$ cat config.mk
export PLATFORM = sky130hd
export DESIGN_NAME = uart_rx_flat
export DESIGN_NICKNAME = d
export VERILOG_FILES = /design/src/rtl/uart_rx_pkg.sv /design/src/rtl/uart_rx_if.sv /design/src/rtl/uart_rx_sync.sv /design/src/rtl/uart_rx.sv /design/src/flat_wrapper.sv
export SDC_FILE = /design/constraint.sdc
export NUM_CORES = 1
export LEC_CHECK = 0
export CORE_UTILIZATION = 50
export DETAILED_ROUTE_END_ITERATION = 8
export PLACE_DENSITY_LB_ADDON = 0.12
export SLEW_MARGIN = 15
export SYNTH_ARGS = -nofsm -noshare
export SYNTH_HDL_FRONTEND = slang
export SYNTH_SLANG_ARGS = --single-unit
$ cat constraint.sdc
create_clock -name i_clk -period 1.8 [get_ports i_clk]
set_input_delay 0.36 -clock i_clk [delete_from_list [all_inputs] [get_ports i_clk]]
set_output_delay 0.36 -clock i_clk [all_outputs]
set_load 0.01 [all_outputs]
$ cat src/rtl/uart_rx_pkg.sv
// uart_rx_pkg: constants shared by the UART receive path.
//   ST_*      : receive FSM state encodings (IDLE/START/DATA/PARITY/STOP)
//   PARITY_*  : PARITY_MODE encodings, common with the transmit side
package uart_rx_pkg;
    localparam logic [2:0] ST_IDLE   = 3'd0;
    localparam logic [2:0] ST_START  = 3'd1;
    localparam logic [2:0] ST_DATA   = 3'd2;
    localparam logic [2:0] ST_PARITY = 3'd3;
    localparam logic [2:0] ST_STOP   = 3'd4;

    localparam int PARITY_NONE = 0;
    localparam int PARITY_EVEN = 1;
    localparam int PARITY_ODD  = 2;
endpackage

$ cat src/rtl/uart_rx_if.sv
// uart_rx_if: serial-side inputs and word-side outputs of the UART receiver.
//   i_tick       : 1-cycle oversampling strobe
//   i_rx         : asynchronous serial line, idle high
//   o_data       : received word, held until the next o_valid
//   o_valid      : 1-cycle frame-complete pulse
//   o_parity_err : parity mismatch on the frame qualified by o_valid
//   o_frame_err  : a stop bit was sampled low on that frame
//   o_busy       : frame reception in progress
// master = line/tick driver and word consumer, slave = the receiver.
interface uart_rx_if #(parameter int DATA_BITS = 8);
    logic                 i_tick;
    logic                 i_rx;
    logic [DATA_BITS-1:0] o_data;
    logic                 o_valid;
    logic                 o_parity_err;
    logic                 o_frame_err;
    logic                 o_busy;

    modport master (output i_tick, i_rx,
                    input  o_data, o_valid, o_parity_err, o_frame_err, o_busy);
    modport slave  (input  i_tick, i_rx,
                    output o_data, o_valid, o_parity_err, o_frame_err, o_busy);
endinterface

$ cat src/rtl/uart_rx_sync.sv
// uart_rx_sync: 2-FF synchroniser for the serial line plus falling-edge detect.
//   i_clk, i_rst_n : clock, async active-low reset (flops reset to 1 = idle line)
//   i_rx           : raw asynchronous line
//   o_rx           : synchronised line
//   o_fall         : previous synchronised sample 1, current 0
module uart_rx_sync (
    input  logic i_clk,
    input  logic i_rst_n,
    input  logic i_rx,
    output logic o_rx,
    output logic o_fall
);
    // [0],[1] form the synchroniser; [2] is the history bit for edge detect.
    logic [2:0] sync_q;

    always_ff @(posedge i_clk or negedge i_rst_n) begin
        if (!i_rst_n) sync_q <= '1;
        else          sync_q <= {sync_q[1:0], i_rx};
    end

    assign o_rx   = sync_q[1];
    assign o_fall = sync_q[2] & ~sync_q[1];
endmodule

$ cat src/rtl/uart_rx.sv
// uart_rx: UART receive engine driven by a SAMPLING_RATE x oversampling tick.
//   i_clk, i_rst_n : clock, async active-low reset
//   bus (slave)    : i_tick/i_rx in; o_data/o_valid/o_parity_err/o_frame_err/o_busy out
// Detects the start edge, confirms the start bit at mid-bit, samples data
// LSB-first at mid-bit, checks optional parity and 1..2 stop bits, and emits
// one registered word + flags per frame, errors included.
module uart_rx
    import uart_rx_pkg::*;
#(
    parameter int DATA_BITS     = 8,
    parameter int SAMPLING_RATE = 16,
    parameter int PARITY_MODE   = PARITY_NONE,
    parameter int STOP_BITS     = 1
) (
    input logic  i_clk,
    input logic  i_rst_n,
    uart_rx_if.slave bus
);
    localparam int CW = $clog2(SAMPLING_RATE);
    localparam int BW = $clog2(DATA_BITS);
    localparam logic [CW-1:0] HALF_M1 = CW'(SAMPLING_RATE / 2 - 1);
    localparam logic [CW-1:0] FULL_M1 = CW'(SAMPLING_RATE - 1);
    localparam logic [BW-1:0] LAST_BIT = BW'(DATA_BITS - 1);
    localparam logic          LAST_STOP = 1'(STOP_BITS - 1);
    localparam logic          ODD = (PARITY_MODE == PARITY_ODD);

    logic rx_s, rx_fall;

    uart_rx_sync u_sync (
        .i_clk  (i_clk),
        .i_rst_n(i_rst_n),
        .i_rx   (bus.i_rx),
        .o_rx   (rx_s),
        .o_fall (rx_fall)
    );

    logic [2:0]           state_q, state_d;
    logic [CW-1:0]        s_cnt_q, s_cnt_d;
    logic [BW-1:0]        bit_idx_q, bit_idx_d;
    logic                 stop_cnt_q, stop_cnt_d;
    logic [DATA_BITS-1:0] shreg_q, shreg_d;
    logic                 perr_q, perr_d;    // in-flight frame flags
    logic                 ferr_q, ferr_d;
    logic [DATA_BITS-1:0] data_q, data_d;    // registered outputs
    logic                 valid_q, valid_d;
    logic                 operr_q, operr_d;
    logic                 oferr_q, oferr_d;
    logic                 busy_q, busy_d;
    logic                 ferr_now;

    always_comb begin
        state_d    = state_q;
        s_cnt_d    = s_cnt_q;
        bit_idx_d  = bit_idx_q;
        stop_cnt_d = stop_cnt_q;
        shreg_d    = shreg_q;
        perr_d     = perr_q;
        ferr_d     = ferr_q;
        data_d     = data_q;
        valid_d    = 1'b0;
        operr_d    = operr_q;
        oferr_d    = oferr_q;
        busy_d     = busy_q;
        ferr_now   = ferr_q | ~rx_s;

        case (state_q)
            ST_IDLE: begin
                // Only a high->low transition starts a frame; a line held low never does.
                if (rx_fall) begin
                    state_d = ST_START;
                    s_cnt_d = '0;
                    busy_d  = 1'b1;
                end
            end
            ST_START: begin
                if (bus.i_tick) begin
                    if (s_cnt_q == HALF_M1) begin
                        if (!rx_s) begin
                            state_d   = ST_DATA;
                            s_cnt_d   = '0;
                            bit_idx_d = '0;
                            perr_d    = 1'b0;
                            ferr_d    = 1'b0;
                        end else begin
                            // Start bit gone by mid-bit: glitch, drop silently.
                            state_d = ST_IDLE;
                            busy_d  = 1'b0;
                        end
                    end else begin
                        s_cnt_d = s_cnt_q + 1'b1;
                    end
                end
            end
            ST_DATA: begin
                if (bus.i_tick) begin
                    if (s_cnt_q == FULL_M1) begin
                        s_cnt_d = '0;
                        shreg_d = {rx_s, shreg_q[DATA_BITS-1:1]};
                        if (bit_idx_q == LAST_BIT) begin
                            state_d    = (PARITY_MODE != PARITY_NONE) ? ST_PARITY : ST_STOP;
                            stop_cnt_d = 1'b0;
                        end else begin
                            bit_idx_d = bit_idx_q + 1'b1;
                        end
                    end else begin
                        s_cnt_d = s_cnt_q + 1'b1;
                    end
                end
            end
            ST_PARITY: begin
                if (bus.i_tick) begin
                    if (s_cnt_q == FULL_M1) begin
                        s_cnt_d    = '0;
                        perr_d     = (^{shreg_q, rx_s}) ^ ODD;
                        state_d    = ST_STOP;
                        stop_cnt_d = 1'b0;
                    end else begin
                        s_cnt_d = s_cnt_q + 1'b1;
                    end
                end
            end
            ST_STOP: begin
                if (bus.i_tick) begin
                    if (s_cnt_q == FULL_M1) begin
                        s_cnt_d = '0;
                        ferr_d  = ferr_now;
                        if (stop_cnt_q == LAST_STOP) begin
                            // Deliver at mid-stop; IDLE is re-entered half a bit early
                            // so a back-to-back start edge is not missed.
                            state_d = ST_IDLE;
                            busy_d  = 1'b0;
                            valid_d = 1'b1;
                            data_d  = shreg_q;
                            operr_d = perr_q;
                            oferr_d = ferr_now;
                        end else begin
                            stop_cnt_d = 1'b1;
                        end
                    end else begin
                        s_cnt_d = s_cnt_q + 1'b1;
                    end
                end
            end
            default: begin
                state_d = ST_IDLE;
                busy_d  = 1'b0;
            end
        endcase
    end

    always_ff @(posedge i_clk or negedge i_rst_n) begin
        if (!i_rst_n) begin
            state_q    <= ST_IDLE;
            s_cnt_q    <= '0;
            bit_idx_q  <= '0;
            stop_cnt_q <= 1'b0;
            shreg_q    <= '0;
            perr_q     <= 1'b0;
            ferr_q     <= 1'b0;
            data_q     <= '0;
            valid_q    <= 1'b0;
            operr_q    <= 1'b0;
            oferr_q    <= 1'b0;
            busy_q     <= 1'b0;
        end else begin
            state_q    <= state_d;
            s_cnt_q    <= s_cnt_d;
            bit_idx_q  <= bit_idx_d;
            stop_cnt_q <= stop_cnt_d;
            shreg_q    <= shreg_d;
            perr_q     <= perr_d;
            ferr_q     <= ferr_d;
            data_q     <= data_d;
            valid_q    <= valid_d;
            operr_q    <= operr_d;
            oferr_q    <= oferr_d;
            busy_q     <= busy_d;
        end
    end

    assign bus.o_data       = data_q;
    assign bus.o_valid      = valid_q;
    assign bus.o_parity_err = operr_q;
    assign bus.o_frame_err  = oferr_q;
    assign bus.o_busy       = busy_q;
endmodule
$ cat src/flat_wrapper.sv
// flat-port wrapper written by rule: the top's interface ports become plain ports
module uart_rx_flat import uart_rx_pkg::*;
#(
    parameter int DATA_BITS     = 8,
    parameter int SAMPLING_RATE = 16,
    parameter int PARITY_MODE   = PARITY_NONE,
    parameter int STOP_BITS     = 1
)
  (i_clk, i_rst_n, bus_i_tick, bus_i_rx, bus_o_data, bus_o_valid, bus_o_parity_err, bus_o_frame_err, bus_o_busy);
  uart_rx_if #(.DATA_BITS(DATA_BITS)) bus_i ();
  input logic i_clk;
  input logic i_rst_n;
  input wire logic [$bits(bus_i.i_tick)-1:0] bus_i_tick;
  input wire logic [$bits(bus_i.i_rx)-1:0] bus_i_rx;
  output wire logic [$bits(bus_i.o_data)-1:0] bus_o_data;
  output wire logic [$bits(bus_i.o_valid)-1:0] bus_o_valid;
  output wire logic [$bits(bus_i.o_parity_err)-1:0] bus_o_parity_err;
  output wire logic [$bits(bus_i.o_frame_err)-1:0] bus_o_frame_err;
  output wire logic [$bits(bus_i.o_busy)-1:0] bus_o_busy;
  assign bus_i.i_tick = bus_i_tick;
  assign bus_i.i_rx = bus_i_rx;
  assign bus_o_data = bus_i.o_data;
  assign bus_o_valid = bus_i.o_valid;
  assign bus_o_parity_err = bus_i.o_parity_err;
  assign bus_o_frame_err = bus_i.o_frame_err;
  assign bus_o_busy = bus_i.o_busy;
  uart_rx #(.DATA_BITS(DATA_BITS), .SAMPLING_RATE(SAMPLING_RATE), .PARITY_MODE(PARITY_MODE), .STOP_BITS(STOP_BITS)) u_core (.i_clk(i_clk), .i_rst_n(i_rst_n), .bus(bus_i));
endmodule
* After elaboration in Yosys (flattened, before gate mapping)
Index checks and enable logic that the tools add are counted.
Storage, ports and cells: register bits 36, input bits 4, output and inout port bits 12, logic and storage cells 118
Operators by class: add/sub/neg operators 2, equal/unequal tests 23, multiplexer cells 57, bitwise gates (word level) 5, reductions and logical operators 18
Operators with widths (count):
- $mux 3 | 17
- $mux 1 | 26
- $mux 4 | 6
- $ne 2x2->1 const B | 8
- $reduce_and 8->1 | 2
- $pmux 3 s5 | 1
- $ne 2x1->1 const B | 7
- $pmux 4 s3 | 1
- $reduce_and 6->1 | 2
- $reduce_and 11->1 | 1
- $reduce_xor 9->1 | 1
- $reduce_and 7->1 | 1
- $eq 3x2->1 const B | 2
- $eq 3x3->1 const B | 2
- $pmux 3 s2 | 1
- $reduce_bool 2->1 | 3
- $reduce_bool 3->1 | 2
- $reduce_and 5->1 | 1
- $add 4x1->4 const B | 1
- $eq 4x3->1 const B | 1
- $eq 4x4->1 const B | 1
- $pmux 1 s2 | 2
- $pmux 1 s4 | 1
- $reduce_and 4->1 | 1
- other kinds (12) | 14

* Depth between registers and ports, before layout
Gate-level depths: netlist (run 1).
depth in word-level cells 5, depth in mapped cells 7

* By module
From an unflattened synthesis (run 1), not the netlist that was laid out.
Unflattened totals: cell total of the unflattened synthesis 153, area total of the unflattened synthesis 1805.5 um^2
By module, submodules not included:
- uart_rx | instances 1, cells each 149, area an instance 1712.9 um^2
- uart_rx_sync | instances 1, cells each 4, area an instance 92.6 um^2

* Worst setup path after synthesis (run 1)
Ideal clock, no wire load.
path kind flip-flop to flip-flop, from register u_core.s_cnt_q[0], to register u_core.data_q[0] (netlist: u_core.bus.o_data[0]), library setup time 125 ps, arrival 1712 ps, data required time 1675 ps, slack -36 ps, stages on the path, launching flop included 7, buffers on the path 2, clock period less this slack 1836 ps, cell sequence dfrtp_1 -> ha_1 -> and4_2 -> buf_2 -> nand3_1 -> buf_2 -> mux2_2
On the way: cells in the longest elaborated chain, start to end 2
Ends and longest elaborated chain:
- start: declaration | RTL line uart_rx.sv:38 | logic [CW-1:0] s_cnt_q, s_cnt_d;
- start signal: assignment | RTL line uart_rx.sv:167 | s_cnt_q <= s_cnt_d;
- $eq 4x4->1 | RTL line uart_rx.sv:124 | if (s_cnt_q == FULL_M1) begin
- $reduce_and 4->1 (no line)
- end signal: assignment | RTL line uart_rx.sv:173 | data_q <= data_d;
- end: declaration | RTL line uart_rx.sv:44 | logic [DATA_BITS-1:0] data_q, data_d;
No other way between the ends. A chain may end at the register's enable or synchronous reset.

* Final worst setup path (run 1)
from register u_core.s_cnt_q[0], to register u_core.perr_q
On the way: cells in the longest elaborated chain, start to end 3, elaborated cells between the ends (all ways) 5
Ends and longest elaborated chain:
- $eq 4x3->1 / $eq 4x4->1 (equally long branches) | RTL line uart_rx.sv:77, uart_rx.sv:112
- $ne 2x1->1 (no line)
- $reduce_and 6->1 (no line) *
- end signal: assignment | RTL line uart_rx.sv:171 | perr_q <= perr_d;
- end: declaration | RTL line uart_rx.sv:42 | logic perr_q, perr_d;
Mark *: on every way between the ends. The rest lies on a longest branch, timed or not.

==> results of run 1 <==
## cells in the final DEF, fill, tap and decap left out, types with 4 or more instances in the layout
cell type        netlist  final
clkdlybuf4s50_1        0     15
inv_1                  5      5
clkbuf_4               0      5
buf_4                  2     16
mux2_2                18     18
xnor2_1                4      4
nand3_1                5      5
o21ai_0                6      5
dfrtp_1               32     32
nand2_1               11     11
a21oi_1                5      5
## metal layers
metal | up-vias | track usage | share of wire
met5 | - | 0 | 0
met4 | 0 | 0.110 | 0.015
met3 | 7 | 0.0498 | 0.042
met2 | 32 | 0.338 | 0.49
li1 | 589 | - | -
met1 | 608 | 0.251 | 0.45
## stage by stage
stage	util	cell area [µm²]	hold WS (ns)	TNS (ns)	worst slack, ns
2_1_floorplan	-	1690	0.0644	0	0.00218
3_3_place_gp	0.644	2010	0.347	-5.02	-0.286
3_5_place_dp	0.644	2010	0.347	-5.43	-0.329
4_1_cts	0.668	2090	0.361	0	0.00149
5_1_grt	0.677	2120	0.365	-0.0387	-0.0318
6_report	0.677	2120	0.362	0	0.0163
## registers in the layout, summed over array words and instances (netlist names)
register	count
u_core.s_cnt_q	4
u_core.bus.o_busy	1
u_core.bit_idx_q	3
u_core.bus.o_valid	1
u_core.bus.o_parity_err	1
u_core.perr_q	1
u_core.ferr_q	1
u_core.bus.o_data	8
u_core.u_sync.sync_q	3
u_core.state_q	3
u_core.bus.o_frame_err	1
u_core.shreg_q	8
## layout make-up
type	count	area [µm²]
clock buffers	6	51.3
clock inverters	1	5.00
fillers	263	1010
inverters	5	18.8
multi-input cells	95	797
flip-flops and latches	35	880
well taps	44	55.1
repair buffers	33	310
## final timing paths
kind | from | to | cells after the start
max | u_core.s_cnt_q[0] | u_core.perr_q | 5
min | u_core.u_sync.sync_q[0] | u_core.u_sync.sync_q[1] | 0
max reg2reg | u_core.s_cnt_q[0] | u_core.perr_q | 5
min reg2reg | u_core.u_sync.sync_q[0] | u_core.u_sync.sync_q[1] | 0
max in group asynchronous | i_rst_n | u_core.u_sync.sync_q[0] | 2
min in group asynchronous | i_rst_n | u_core.bus.o_data[0] | 2
## cells in the mapped netlist, types with 3 or more instances
cell type | instances | area share
a21o_1 | 3 | 0.013
dfrtp_1 | 32 | 0.48
xnor2_1 | 4 | 0.021
nand2_1 | 11 | 0.025
o21ai_0 | 6 | 0.018
mux2_2 | 18 | 0.12
dfstp_2 | 3 | 0.047
inv_1 | 5 | 0.011
ha_1 | 3 | 0.022
a21oi_1 | 5 | 0.015
nand3_1 | 5 | 0.015
## repair_timing
item                                    CTS  global route
hold buffers                              0             0
endpoints found under the setup margin    4             7
pin swaps                                 0             0
buffers inserted                          1             0
gates resized for setup                   2             6
endpoints found under the hold margin     0             0
## kinds of logic after synthesis
group,share of synthesized area
xor+xnor,0.0394
flops,0.522
fa+ha+maj,0.0223
buf+inv,0.0282
simple gates,0.149
compound gates,0.107
mux,0.132
## power groups by stage
stage | sequential (mW) | clock, mW | combinational [mW]
CTS | 1.00 | 0.441 | 0.692
floorplan | 0.990 | 0 | 0.434
global placement | 1.00 | 0 | 0.627
finish | 1.01 | 0.427 | 0.720
global route | 1.03 | 0.470 | 0.798
detailed placement | 1.01 | 0 | 0.663
==> run summary, run 1 <==
Placed insts -> 211
DRT iter0 DRCs -> 58
Post-synth EDFFs -> 0
Slew margin rel. -> 0.746
CP Cell Sequence -> ha_4, nand4b_4, or3_4, a31o_1, or3_1
Total number of yosys warnings -> 0
Port bufs -> 15
CTS buffer count -> 5
Std cell rows -> 20
Clock power frac -> 0.198
Drt drc -> 0
Synth async-reset ratio -> 1.00
Top delay family on crit path -> simple AND/OR/NAND/NOR gates
Top_reg_cell synth -> dfrtp_1
First-pass GRT wire length -> 5.35 mm
Die ar. -> 0.00360 mm²
VDD IR max -> 0.646 mV
Tot GR Track Use -> 0.206
Fin crit share -> 0.991
Final Hold Viols -> 0
Max-cap violations -> 0
Post-Syn Nets -> 147
Crit path arrival time -> 2.00 ns
Startpoint types -> register
RSZ-0062 raised after global routing -> yes
Leak -> 1.01 nW
Clock Latency Late Sink -> 0.33 ns
Root Buffer -> clkbuf_4
Critical Path Slowest Stage Cell -> dfrtp_1
Register area share after synthesis -> 0.522
Crit path max fanout -> 3
Initial Util -> 0.538
Synth Register Bits -> 35
Longest Clk Path Bufs -> 2
Vias in the first global route -> 1,211
Tmin final -> 1.78 ns
Overall Power -> 2.16 mW
F_max -> 0.561 GHz
Vias -> 1,236
Largest net degree at the start of global routing -> 36
Worst setup path class -> register to register
Vias per inst -> 5.64
Int Power -> 1.46 mW
Setup crit end kind -> register
Non-filler instance count after layout -> 219
Share of cells above drive strength 1 -> 0.337
GPL Wtd Cong -> 0.834
Seq pwr share -> 0.468
Post-Syn Instances -> 140
Total gr overflow -> 0
Switching power -> 698 µW
Slew Limit Fails -> 0
Chip width -> 60.0 µm
TritonCTS Sinks -> 35
Nets -> 182
Worst-Margin Slew -> 0.380 ns
Final ANT Viol Nets -> 0
Chip Height -> 60.0 µm
Worst Path Buf+Inv -> 0
Htree depth -> 2
HP Class -> register to register
Outcome -> complete, no violations
Critical path's largest stage delay -> 0.40 ns
Drt wl/cell -> 14.9 µm
PD cells -> 1020 mW/mm²
Setup violators final -> 0
# IOs -> 16
Logic pwr share -> 0.334
Yosys cell types -> 45
Reg2Reg Setup Slack -> 0.02 ns
Reg clk slew, reported paths -> 0.10 ns
# diodes -> 0
Mapped Area -> 0.00168 mm²
Switching share of power -> 0.324
Initial antenna violation count -> 0
Total core area -> 0.00313 mm²
First drt pass iteration count -> 4
Worst path required time -> 2.02 ns
DPL Wire Length -> 2.29 mm
Mapped Avg Cell Area -> 12.0 µm²
Total wire length -> 3.26 mm
CTS tree -> done
Syn-to-layout area delta -> 25.7%
Max Clock Skew -> 0.00341 ns
Power figures use the tool's default switching activity.
==> inputs of run 2 (changes only) <==
SKIP_LAST_GASP = 1   (was unset)
==> run summary, run 2 (synthesized netlist as in run 1, its figures left out) <==
Outcome -> finished with violations
Failing checks -> negative setup slack
Total wire length -> 3.22 mm
Vias per inst -> 5.62
RSZ-0062 raised after global routing -> yes
Slew Limit Fails -> 0
Hold path endpoint -> u_core.u_sync.sync_q[1]
CTS Hold Bufs -> 0
Drt drc -> 0
# diodes -> 0
Overall Power -> 2.13 mW
R2r endpoint -> u_core.perr_q
First-pass GRT wire length -> 5.35 mm
TritonCTS Sinks -> 35
Max Clock Skew -> 0.00399 ns
CP Cell Sequence -> ha_4, nand4b_2, or3_4, a31o_1, or3_1
Tmin final -> 1.80 ns
Fin crit share -> 1.00
Final Hold Viols -> 0
Cell count of the worst reg-to-reg path -> 5
Vias -> 1,231
CTS buffer count -> 5
VDD IR max -> 0.641 mV
Startpoint types -> register
Crit path arrival time -> 2.02 ns
Initial Util -> 0.538
Share of cells above drive strength 1 -> 0.331
Busiest grt layer -> met2
Critical Path Slowest Stage Cell -> dfrtp_1
First drt pass iteration count -> 4
Chip Height -> 60.0 µm
Leak -> 0.997 nW
Met3 Resource Use GR -> 0.0498
# IOs -> 16
Hold path start -> u_core.u_sync.sync_q[0]
CTS tree -> done
Slew margin rel. -> 0.748
Setup violators final -> 1
Reg2Reg Setup Slack -> -0.0002 ns
Worst-Margin Slew -> 0.377 ns
Initial antenna violation count -> 0
Final ANT Viol Nets -> 0
Die ar. -> 0.00360 mm²
Vias in the first global route -> 1,211
Root Buffer -> clkbuf_4
Longest Clk Path Bufs -> 2
GPL Wtd Cong -> 0.834
Largest net degree at the start of global routing -> 36
Drt wl/cell -> 14.7 µm
Reg clk slew, reported paths -> 0.10 ns
Final worst setup slack -> -0.000186 ns
Max-cap violations -> 0
Nets -> 182
Worst r2r src -> u_core.s_cnt_q[0]
DPL Wire Length -> 2.29 mm
Chip width -> 60.0 µm
Syn-to-layout area delta -> 24.4%
Commonest non-fill, non-tap cell in the layout -> dfrtp_1
Total core area -> 0.00313 mm²
DRT iter0 DRCs -> 68
Total gr overflow -> 0
HP Class -> register to register
Setup TNS -> -0.000186 ns
M1 GR Usage -> 0.251
Placed Area -> 0.00201 mm²
Std cell rows -> 20
Worst path required time -> 2.01 ns
Grt met2 use -> 0.338
Worst setup path class -> register to register
Port bufs -> 15
Worst Hold Path Cells -> 0
Design area -> 0.00209 mm²
Critical path's largest stage delay -> 0.41 ns
Htree depth -> 2
F_max -> 0.555 GHz
Setup crit end kind -> register
Clock Latency Late Sink -> 0.33 ns
Commonest non-fill, non-tap cells in the layout -> dfrtp_1, mux2_2, buf_4, clkdlybuf4s50_1, nand2_1
PD cells -> 1020 mW/mm²
Tot GR Track Use -> 0.206
Crit path max fanout -> 3
## run 2: cell counts in the layout (fill, tap and decap cells not counted)
No cell type changed its count.
## run 2: what timing repair did
action | in CTS | in global routing
resized for setup | 2 | 3
endpoints found under the setup margin | 4 | 7
buffers inserted | 1 | 0
## run 2: critical path, delay by kind of cell, from the launching register on
kind	cells	cell delay, ns
AOI/OAI and AO/OA	1	0.22
adders and majority gates	1	0.17
and+or+nand+nor	3	0.89
DFF	1	0.41
## run 2: where the power goes
part | leakage [nW] | switching (mW) | internal, mW
combinational | 0.511 | 0.326 | 0.376
sequential | 0.452 | 0.113 | 0.893
clock | 0.0341 | 0.245 | 0.181
## run 2: worst max-delay path by stage
stage | from | to | slack (ns) | cells past startpoint
finish | u_core.s_cnt_q[0] | u_core.perr_q | -0.0002 | 5
global route | u_core.s_cnt_q[0] | u_core.perr_q | -0.05 | 5
CTS | u_core.s_cnt_q[0] | u_core.perr_q | 0.001 | 5
detailed placement | bus_i_tick | u_core.perr_q | -0.33 | 5
global placement | bus_i_tick | u_core.perr_q | -0.29 | 5
floorplan | u_core.s_cnt_q[0] | u_core.perr_q | 0.002 | 5
## run 2: layer usage
| layer | vias up | part of all wire |
|---|---|---|
| met3 | 7 | 0.033 |
| met1 | 611 | 0.46 |
| met4 | 0 | 0.018 |
| met5 | - | 0 |
| met2 | 26 | 0.49 |
| li1 | 587 | - |
## run 2: cell type report
| type | count | area, µm² |
|---|---|---|
| flip-flops and latches | 35 | 880 |
| well taps | 44 | 55.1 |
| clock inverters | 1 | 5.00 |
| multi-input cells | 95 | 774 |
| repair buffers | 33 | 310 |
| inverters | 5 | 18.8 |
| clock buffers | 6 | 51.3 |
| fillers | 270 | 1030 |
## run 2: per-stage QoR
stage | hold WS, ns | util | instances | setup slack [ns]
after floorplan | 0.0644 | - | 140 | 0.00218
after global placement | 0.347 | 0.644 | 211 | -0.286
after detailed placement | 0.347 | 0.644 | 211 | -0.329
after CTS | 0.361 | 0.668 | 219 | 0.00149
after global routing | 0.365 | 0.670 | 219 | -0.0524
final | 0.362 | 0.670 | 219 | -0.000186
==> inputs of run 3 (changes only) <==
CORE_MARGIN = 3   (was unset)
CTS_CLUSTER_DIAMETER = 100   (was unset)
==> run summary, run 3 (synthesized netlist as in run 1, its figures left out) <==
CTS buffer count -> 5
Crit path max fanout -> 3
Startpoint types -> register
CTS Hold Bufs -> 0
Drt drc -> 0
Switching power -> 677 µW
Crit path arrival time -> 1.95 ns
Final Util -> 0.685
Reg2Reg Setup Slack -> 0.07 ns
Worst Hold Path Cells -> 0
# IOs -> 16
Tot GR Track Use -> 0.183
Int Power -> 1.60 mW
Outcome -> complete, no violations
Hold path endpoint -> u_core.u_sync.sync_q[1]
R2r endpoint -> u_core.perr_q
TritonCTS Sinks -> 35
PD cells -> 1060 mW/mm²
Initial Util -> 0.538
Commonest non-fill, non-tap cell in the layout -> dfrtp_1
Worst setup path class -> register to register
Max-cap violations -> 0
Routed wl met2 -> 1.50 mm
Seq pwr share -> 0.443
Tmin final -> 1.73 ns
Total core area -> 0.00313 mm²
Vias -> 1,225
Reg clk slew, reported paths -> 0.11 ns
Die ar. -> 0.00410 mm²
Syn-to-layout area delta -> 27.2%
Routed met3 length -> 160 µm
DRT iter0 DRCs -> 59
Setup violators final -> 0
Total wire length -> 3.15 mm
Final Hold Viols -> 0
Slew Limit Fails -> 0
Std cell rows -> 20
Root Buffer -> clkbuf_4
# diodes -> 0
DPL Wire Length -> 2.24 mm
Chip width -> 64.0 µm
Initial antenna violation count -> 0
Switching share of power -> 0.298
Vias per inst -> 5.54
Drt wl/cell -> 14.2 µm
Largest net degree at the start of global routing -> 36
Multi-input logic area -> 785 µm²
Hold path start -> u_core.u_sync.sync_q[0]
Logic pwr share -> 0.299
First drt pass iteration count -> 4
CTS tree -> done
Htree depth -> 2
Final ANT Viol Nets -> 0
Clock power frac -> 0.257
VDD IR max -> 0.596 mV
Register area -> 880 µm²
Setup crit end kind -> register
RSZ-0062 raised after global routing -> yes
Fin crit share -> 0.962
F_max -> 0.578 GHz
Total gr overflow -> 0
Worst-Margin Slew -> 0.369 ns
Share of cells above drive strength 1 -> 0.339
Longest Clk Path Bufs -> 2
Metal-1 WL -> 1.44 mm
Worst path required time -> 2.02 ns
Slew margin rel. -> 0.752
Nets -> 183
Cell count of the worst reg-to-reg path -> 5
Clock Latency Late Sink -> 0.33 ns
Leak -> 1.02 nW
Worst r2r src -> u_core.s_cnt_q[0]
Vias in the first global route -> 1,275
Fillers -> 249
HP Class -> register to register
Overall Power -> 2.27 mW
First-pass GRT wire length -> 5.73 mm
Top routing layer in use -> met4
Max Clock Skew -> 0.00953 ns
Port bufs -> 15
Commonest non-fill, non-tap cells in the layout -> dfrtp_1, mux2_2, buf_4, clkdlybuf4s50_1, nand2_1
GPL Wtd Cong -> 0.821
Chip Height -> 64.0 µm
[run 3: changes by cell type in the layout (fill, tap and decap cells not counted)]
cell       delta
buf_4         +1
bufinv_16     +1
mux2i_1       +1
mux2i_2       -1
o2111ai_1     -1
o2111ai_2     +1
o21ai_0       +1
o21ai_1       -1
o22a_2        -1
o22a_4        +1
[run 3: worst max path at each step]
stage / start / end / depth (start not counted)
2_1_floorplan: u_core.s_cnt_q[0] / u_core.perr_q / 5
3_3_place_gp: bus_i_tick / u_core.perr_q / 5
3_5_place_dp: bus_i_tick / u_core.perr_q / 5
4_1_cts: u_core.s_cnt_q[1] / u_core.bit_idx_q[0] / 6
5_1_grt: u_core.s_cnt_q[0] / u_core.s_cnt_q[1] / 6
6_report: u_core.s_cnt_q[0] / u_core.perr_q / 5
[run 3: power groups by stage]
stage	logic (mW)	clock network [mW]	registers, mW
finish	0.680	0.585	1.01
global route	0.768	0.644	1.03
CTS	0.673	0.604	1.01
detailed placement	0.657	0	1.01
global placement	0.635	0	1.01
floorplan	0.434	0	0.990
[run 3: metal layers]
| metal | vias to the layer above | GRT usage |
|---|---|---|
| met3 | 4 | 0.0685 |
| met1 | 611 | 0.215 |
| met5 | - | 0 |
| li1 | 581 | - |
| met4 | 0 | 0.0755 |
| met2 | 29 | 0.298 |
[run 3: cell type report]
class | instances | area share
clock buffer | 6 | 0.0239
sequential | 35 | 0.411
inverter | 5 | 0.00876
tap | 44 | 0.0257
multi-input combinational | 95 | 0.366
clock inverter | 2 | 0.0164
timing repair buffer | 34 | 0.148
[run 3: critical path, cell delays in order (launching register included)]
cell and delay, ns:
dfrtp_1 0.41, ha_4 0.17, nand4b_2 0.12, or3_4 0.35
a31o_1 0.21, or3_1 0.36
[run 3: per-stage QoR]
stage	TNS, ns	instances	setup slack (ns)	hold WS [ns]	area [µm²]
2_1_floorplan	0	140	0.00218	0.0644	1690
3_5_place_dp	-5.25	213	-0.305	0.349	2030
4_1_cts	0	221	0.0208	0.363	2130
6_report	0	221	0.0684	0.361	2140
5_1_grt	0	221	0.000616	0.366	2140
3_3_place_gp	-4.69	213	-0.267	0.348	2030
[run 3: timing repair]
item,4_1_cts,5_1_grt
setup buffers,0,0
pin swaps,1,2
setup endpoints to repair,3,4
gates resized for setup,2,3
